**config.mk**
```make
export PLATFORM = sky130hd
export DESIGN_NAME = free_list_ctrl
export DESIGN_NICKNAME = d
export VERILOG_FILES = /design/src/rtl/free_list_ctrl_pkg.sv /design/src/rtl/free_list_ptr.sv /design/src/rtl/free_list_ctrl.sv
export SDC_FILE = /design/constraint.sdc
export NUM_CORES = 1
export LEC_CHECK = 0
export CAP_MARGIN = 40
export CORE_ASPECT_RATIO = 0.7
export CORE_MARGIN = 2
export CORE_UTILIZATION = 62
export DETAILED_ROUTE_END_ITERATION = 8
export GPL_TIMING_DRIVEN = 1
export PLACE_DENSITY = 0.89
export SLEW_MARGIN = 20
export SYNTH_ARGS = -nofsm -noshare
export SYNTH_HDL_FRONTEND = slang
export SYNTH_HIERARCHICAL = 1
export SYNTH_SLANG_ARGS = --single-unit
```
**constraint.sdc**
```tcl
create_clock -name CLK -period 3.55 [get_ports CLK]
set_input_delay 0.355 -clock CLK [delete_from_list [all_inputs] [get_ports CLK]]
set_output_delay 0.355 -clock CLK [all_outputs]
set_load 0.02 [all_outputs]
```
**src/rtl/free_list_ctrl_pkg.sv**
```systemverilog
// Shared sizing and types for the physical-register free list.
// Define FREE_LIST_DUP_CHECK_EN to build in the double-release bitmap.
`ifndef PROJ_NUM_PHYS_REGS
`define PROJ_NUM_PHYS_REGS 64
`endif
`ifndef PROJ_NUM_ARCH_REGS
`define PROJ_NUM_ARCH_REGS 32
`endif
`ifndef PROJ_LOG_PHYS
`define PROJ_LOG_PHYS 6
`endif
`ifndef FREE_LIST_DEPTH
`define FREE_LIST_DEPTH (`PROJ_NUM_PHYS_REGS - `PROJ_NUM_ARCH_REGS)
`endif

package free_list_ctrl_pkg;

  localparam int NUM_PHYS = `PROJ_NUM_PHYS_REGS;
  localparam int NUM_ARCH = `PROJ_NUM_ARCH_REGS;
  localparam int DEPTH    = `FREE_LIST_DEPTH;
  localparam int IDX_W    = $clog2(DEPTH);
  localparam int PTR_W    = IDX_W + 1;
  localparam int TAG_W    = `PROJ_LOG_PHYS;

  typedef logic [PTR_W-1:0] ptr_t;
  typedef logic [TAG_W-1:0] tag_t;

  typedef struct packed {
    logic alloc;
    logic rel;
    logic commit;
  } err_t;

  function automatic logic [IDX_W-1:0] ptr_idx(input ptr_t p);
    return p[IDX_W-1:0];
  endfunction

endpackage

```
**src/rtl/free_list_ptr.sv**
```systemverilog
// Wrapping free-list pointer: MSB is the lap bit, low bits index the buffer.
module free_list_ptr
  import free_list_ctrl_pkg::*;
#(
  parameter ptr_t RST_VAL = '0
) (
  input  logic clk,
  input  logic rst_n,
  input  logic inc,
  input  logic load,
  input  ptr_t load_val,
  output ptr_t value
);

  always_ff @(posedge clk) begin
    if (!rst_n) begin
      value <= RST_VAL;
    end else if (load) begin
      value <= load_val;
    end else if (inc) begin
      value <= value + 1'b1;
    end
  end

endmodule

```
**src/rtl/free_list_ctrl.sv**
```systemverilog
// Free-list controller: speculative alloc, committed head for flush recovery,
// tail for retirement releases. FREE_LIST_DUP_CHECK_EN adds double-release detection.
module free_list_ctrl
  import free_list_ctrl_pkg::*;
(
  input  logic             CLK,
  input  logic             RESET,
  input  logic             Alloc_req,
  output logic [TAG_W-1:0] Alloc_reg,
  output logic             Free_reg_avail,
  output logic [PTR_W-1:0] Free_count,
  input  logic             Commit_alloc,
  input  logic             Release_valid,
  input  logic [TAG_W-1:0] Release_reg,
  input  logic             Flush,
  output logic             Error
);

  tag_t mem [DEPTH];
  ptr_t spec_head;
  ptr_t commit_head;
  ptr_t tail;
  ptr_t commit_next;
  ptr_t commit_used;
  logic alloc_ok;
  logic commit_ok;
  logic release_ok;
  logic release_room;
  logic release_tag_ok;
  err_t err_next;

  assign Free_count     = tail - spec_head;
  assign commit_used    = tail - commit_head;
  assign Free_reg_avail = (Free_count != '0);
  assign Alloc_reg      = mem[ptr_idx(spec_head)];
  assign release_room   = (commit_used < ptr_t'(DEPTH));

  assign alloc_ok    = Alloc_req && Free_reg_avail && !Flush;
  assign commit_ok   = Commit_alloc && (commit_head != spec_head);
  assign release_ok  = Release_valid && release_room && release_tag_ok;
  // Flush rewinds to the commit head including this cycle's retirement.
  assign commit_next = commit_head + ptr_t'(commit_ok);

  assign err_next.alloc  = Alloc_req && !Free_reg_avail && !Flush;
  assign err_next.rel    = Release_valid && !release_ok;
  assign err_next.commit = Commit_alloc && !commit_ok;

`ifdef FREE_LIST_DUP_CHECK_EN
  logic [NUM_PHYS-1:0] not_alloc;

  assign release_tag_ok = (Release_reg != '0) && !not_alloc[Release_reg];

  always_ff @(posedge CLK) begin
    if (!RESET) begin
      for (int i = 0; i < NUM_PHYS; i++) begin
        not_alloc[i] <= (i >= NUM_ARCH);
      end
    end else begin
      if (commit_ok) begin
        not_alloc[mem[ptr_idx(commit_head)]] <= 1'b0;
      end
      if (release_ok) begin
        not_alloc[Release_reg] <= 1'b1;
      end
    end
  end
`else
  assign release_tag_ok = 1'b1;
`endif

  free_list_ptr #(.RST_VAL('0)) u_spec_head (
    .clk      (CLK),
    .rst_n    (RESET),
    .inc      (alloc_ok),
    .load     (Flush),
    .load_val (commit_next),
    .value    (spec_head)
  );

  free_list_ptr #(.RST_VAL('0)) u_commit_head (
    .clk      (CLK),
    .rst_n    (RESET),
    .inc      (commit_ok),
    .load     (1'b0),
    .load_val ('0),
    .value    (commit_head)
  );

  free_list_ptr #(.RST_VAL(ptr_t'(DEPTH))) u_tail (
    .clk      (CLK),
    .rst_n    (RESET),
    .inc      (release_ok),
    .load     (1'b0),
    .load_val ('0),
    .value    (tail)
  );

  always_ff @(posedge CLK) begin
    if (!RESET) begin
      for (int i = 0; i < DEPTH; i++) begin
        mem[i] <= tag_t'(NUM_ARCH + i);
      end
    end else if (release_ok) begin
      mem[ptr_idx(tail)] <= Release_reg;
    end
  end

  always_ff @(posedge CLK) begin
    if (!RESET) begin
      Error <= 1'b0;
    end else begin
      Error <= err_next.alloc | err_next.rel | err_next.commit;
    end
  end

endmodule

```
* Yosys cells after proc, flatten, opt, wreduce, memory -nomap -nowiden *
Memories as Yosys holds them, arrays and structs flattened. A register that Yosys moved wholly into a read port is not among the register bits.
Index checks and enable logic that the tools add are counted.

word-level totals
  output and inout port bits = 14
  memories = 1
  register bits = 19
  logic and storage cells = 41
  bits in writable memories = 192
  input bits = 12

memories
  memory  depth  bits a word  read ports  clocked after Yosys merged registers in  write ports  RTL line              text
  mem     32     6            1           1                                        32           free_list_ctrl.sv:19  tag_t mem [DEPTH];

cells by class
  $add $sub $neg = 6
  bitwise gates (word level) = 2
  muxes and demuxes = 11
  reduce and logical (&&, ||, !) cells = 15
  $lt $le $gt $ge = 1
  equality and inequality tests = 1

operator list
  kind                   count
  $add A6 B1 Y6 const B  3
  $mux W6                3
  $mux W5                3
  $sub A6 B6 Y6          2
  $logic_and A1 B1 Y1    8
  $add A6 B1 Y6          1
  $lt A6 B6 Y1 const B   1
  $ne A6 B6 Y1           1
  $reduce_bool A6 Y1     1
  $reduce_or A6 Y1       1
  $mux W1                5
  $logic_not A1 Y1       4
  $or A1 B1 Y1           2
  $reduce_bool A2 Y1     1

* Longest topological paths before layout *
  depth after elaboration = 8
  depth in mapped cells = 13
  mapped depth without buffers = 12

* Hierarchy *
Netlist, hierarchy kept.

by module, submodules not included
  module                             seq. area each (um2)  area an instance (um2)  times used  cells an instance
  free_list_ctrl                     5785.5                10022.1                 1           741
  free_list_ptr (u_commit_head ...)  120.1                 312.8                   2           35
  free_list_ptr (u_tail)             120.1                 334.1                   1           38

* Worst setup path after synthesis *
Ideal clock, no wire load.

  kind = flip-flop to flip-flop
  start point = reg u_spec_head.value[1]
  end point = reg u_spec_head.value[1]
  cell stages (with the launch flop) = 14
  path slack = 133 ps
  arrival = 3302 ps
  clock period less this slack = 3417 ps
  library setup time = 115 ps
  data required time = 3435 ps
  buffers on the path = 3
  cells stage by stage = dfxtp_1 clkbuf_1 buf_1 inv_1 fa_1 xor2_1 or4_1 mux2i_1 nand4bb_1 and3b_1 buf_6 mux2i_1 o21ai_1 and2_1

between the ends
  word-level cells in the longest chain between the ends = 5
  elaborated cells between the ends (all ways) = 11
  those cells by class = add/sub: 3; eq/ne: 1; mux: 2; reduce/logical: 5

ends and longest elaborated chain
  what                                 RTL line              text
  start, declared                      free_list_ptr.sv:12   output ptr_t value
  start signal, assigned               free_list_ptr.sv:19   value <= load_val;
  start signal, assigned               free_list_ptr.sv:21   value <= value + 1'b1;
  $sub A6 B6 Y6                        free_list_ctrl.sv:32  assign Free_count = tail - spec_head;
  via Free_count[2]                    free_list_ctrl.sv:11  output logic [PTR_W-1:0] Free_count,
  $reduce_bool A6 Y1                   free_list_ctrl.sv:34  assign Free_reg_avail = (Free_count != '0);
  via Free_reg_avail                   free_list_ctrl.sv:10  output logic Free_reg_avail,
  $logic_and A1 B1 Y1 (2 in series)    free_list_ctrl.sv:38  assign alloc_ok = Alloc_req && Free_reg_avail && !Flush;
  via alloc_ok                         free_list_ctrl.sv:25  logic alloc_ok;
  $reduce_bool A2 Y1 (no source line)  n/a

The timed path passes the listed nets, and every way through them passes these cells. The select of a mux whose other input is x is not followed.
A chain may end at the register's enable or synchronous reset.

==> flow_summary.yaml <==
outcome:
  outcome: "complete, no violations"
synth:
  yosysSeqAreaShare_pct: 55.96
  ys_async_sr_fraction_pct: 0
  syn_inst: 849
  ys_types: 50
  ys.flop_type: "edfxtp_1"
  ys_ff_latch: 211
  synth_edf_count: 192
  synth_largest_area_cell: "edfxtp_1"
  synth.avg_cell_area_um2: 12.93
  ys_top_cells_by_area: "edfxtp_1 53%, mux4_2 12%, nand4_1 5.2%"
  syn_area_mm2: 0.01098
  yosysTopAreaCellShare_pct: 52.50
  yosys_warnings: 6
floorplanning:
  die-width_um: 163.1
  core_mm2: 0.01727
  rows: 40
  dieHeight_um: 115.4
  ios: 26
  dieArea_mm2: 0.01881
  start_util_pct: 63.60
routing:
  drt-pass1-iter-count: 6
  dr.first_iter.drc_count: 1818
  vias: 8870
  ant_nets: 0
  avgRoutedWirePerCell_um: 29.91
  vias_per_cell: 7.706
  wl_um: 34430
  drc: 0
placed_design:
  dp_hpwl_um: 22320
  place_congestion: 1.010
  placed_cells: 1114
  io_buffers: 25
power_and_ir_drop:
  combinationalPowerShare_pct: 20.4
  intPower_w: 0.004280
  seqPwrFrac_pct: 46.7
  leakage_nw: 3.722
  powerDensity_mw_per_mm2: 484.2
  peakVddDrop_mv: 0.3436
  p_switching_w: 0.001746
  switching_share_pct: 28.97
  clockPowerShare_pct: 32.9
worst_setup_path:
  path_depth: 6
  reg2reg_slack_ns: 0.51
  crit_chain: "buf_12, mux4_2, mux4_2, nand2_1, nand2_1, clkdlybuf4s50_1"
  crit_required_ns: 3.19
  cp_top_family: "multiplexers"
  r2r.worst_path.cells: 8
  critPathKind: "reg2out"
  cp.arrival_ns: 3.09
  startpoint_type: "register"
  critPathBufInv: 2
  end_kind: "output pin"
  max_stage_delay_ns: 0.61
  critPathSlowestCell: "mux4_2"
  crit_fanout: 39
cts:
  clk_pin_slew_worst_paths_ns: 0.06
  postCtsHoldBufs: 0
  cts_sinks: 211
  tritoncts: "built"
  clk_latency_ns: 0.50
  cts_resized: 0
  numCtsBuffers: 21
  h-tree-depth: 1
  cts_root_buf: "clkbuf_16"
  cts_buffer_depth: 3
  post_cts_buffers: 0
sta:
  worstMarginPinSlew_ns: 0.8775
  final.min_clock_period_ns: 3.450
  setup_tns_ns: 0
  skew_ns: 0.006476
  post-route-period-util_pct: 97.18
  finalHoldViolCount: 0
  finalSetupViolCount: 0
  drv_slew: 0
  rsz0062_at_grt: "no"
  maxClockFrequency_ghz: 0.2899
  whs_ns: 0.3549
  relSlewSlack_pct: 41.50
global_route:
  grt_pass1_wl_um: 51870
  grt_max_degree: 98
  grt_pass1_vias: 8497
  antenna_found_initial: 2
  grt_usage_pct: 37.75
  grt_overflow_total: 0
cells_and_area:
  final_common_cell: "edfxtp_1"
  nFillCells: 1023
  final_cell_mix: "192 x edfxtp_1, 92 x nand4_1, 77 x buf_4"
  drive_above_1_share_pct: 20.13
  fin_nets: 936
  fin_cells: 1151
  areaGrowthSynthToFinish_pct: 13.31
hold_path:
  hold_class: "in2reg"
  min_path_cells: 3
job:
  maxCapViolCount: 0
## flip-flops by register name (all words and copies together), names as in the netlist
signal,flops
mem,192
u_commit_head/value,6
u_tail/value,6
Error,1
u_spec_head/value,6
## routing by layer
metal / up-vias / global-route usage (%) / share of wire [%]
met5: - / 0 / 0.029
met3: 208 / 17.60 / 20
met2: 980 / 54.29 / 42
met1: 4150 / 50.19 / 32
met4: 2 / 15.34 / 5.7
li1: 3530 / - / -
## stage by stage
stage / utilization (%) / setup slack (ns) / total power, W / cell area, um^2
after global routing: 72.05 / 0.03750 / 0.006138 / 12440
final: 72.07 / 0.1001 / 0.006025 / 12440
after detailed placement: 68.52 / 0.5494 / 0.004016 / 11830
after global placement: 68.48 / 0.6082 / 0.003975 / 11820
after floorplan: - / 0.1331 / 0.003602 / 11050
after CTS: 71.86 / 0.05183 / 0.005939 / 12410
## power by group through the flow
| stage | sequential [W] | clock, W | combinational, W |
|---|---|---|---|
| finish | 0.00281 | 0.00198 | 0.00123 |
| global route | 0.00282 | 0.00205 | 0.00127 |
| CTS | 0.00281 | 0.00196 | 0.00117 |
| detailed placement | 0.00286 | 0 | 0.00116 |
| global placement | 0.00286 | 0 | 0.00112 |
| floorplan | 0.00285 | 0 | 0.000747 |
## synthesized netlist by cell type, drive strengths merged (3+ instances only)
| library cell | count |
|---|---|
| buf | 32 |
| o41ai | 32 |
| and2 | 11 |
| ha | 14 |
| nand4 | 92 |
| dfxtp | 19 |
| a21oi | 9 |
| or4 | 5 |
| or3 | 14 |
| xnor2 | 16 |
| nor2b | 5 |
| xor2 | 12 |
| o21ai | 19 |
| nor4 | 58 |
| or2 | 4 |
| mux4 | 60 |
| nand3 | 32 |
| o211a | 4 |
| nor2 | 31 |
| nand2 | 50 |
| nor3 | 18 |
| edfxtp | 192 |
| and3 | 6 |
| mux2i | 5 |
| inv | 19 |
| a31oi | 3 |
| and4 | 3 |
| nand2b | 9 |
| clkbuf | 59 |
## area by class of cell
type	count	area (um^2)	area share, %
multi-input cells	547	4403	35.38
well taps	231	289.0	2.323
inverters	19	71.32	0.5732
diodes	1	2.502	0.02011
flip-flops and latches	211	6153	49.45
clock buffers	26	544.3	4.374
clock inverters	7	31.28	0.2514
repair buffers	109	948.4	7.622
## kinds of logic after synthesis
kind of cell,synth area share [%]
compound gates,5.082
xor+xnor,2.233
other cells,0.03415
simple gates,17.42
buf+inv,4.728
mux,12.76
flops,55.96
fa+ha+maj,1.777
## path summary, 6_finish.rpt
| path | startpoint | to |
|---|---|---|
| worst min-delay path | RESET | Error |
| worst min register to register | u_spec_head/value[5] | u_spec_head/value[5] |
| worst max-delay path | u_spec_head/value[0] | Alloc_reg[3] |
| worst max register to register | u_commit_head/value[4] | mem[7][4] |
## tightest hold or removal path: cells and delay by family
kind,cells,cell delay [ns]
compound gates,1,0.19
buf+inv,2,0.27
No activity file was read; power rests on OpenSTA's default activity.
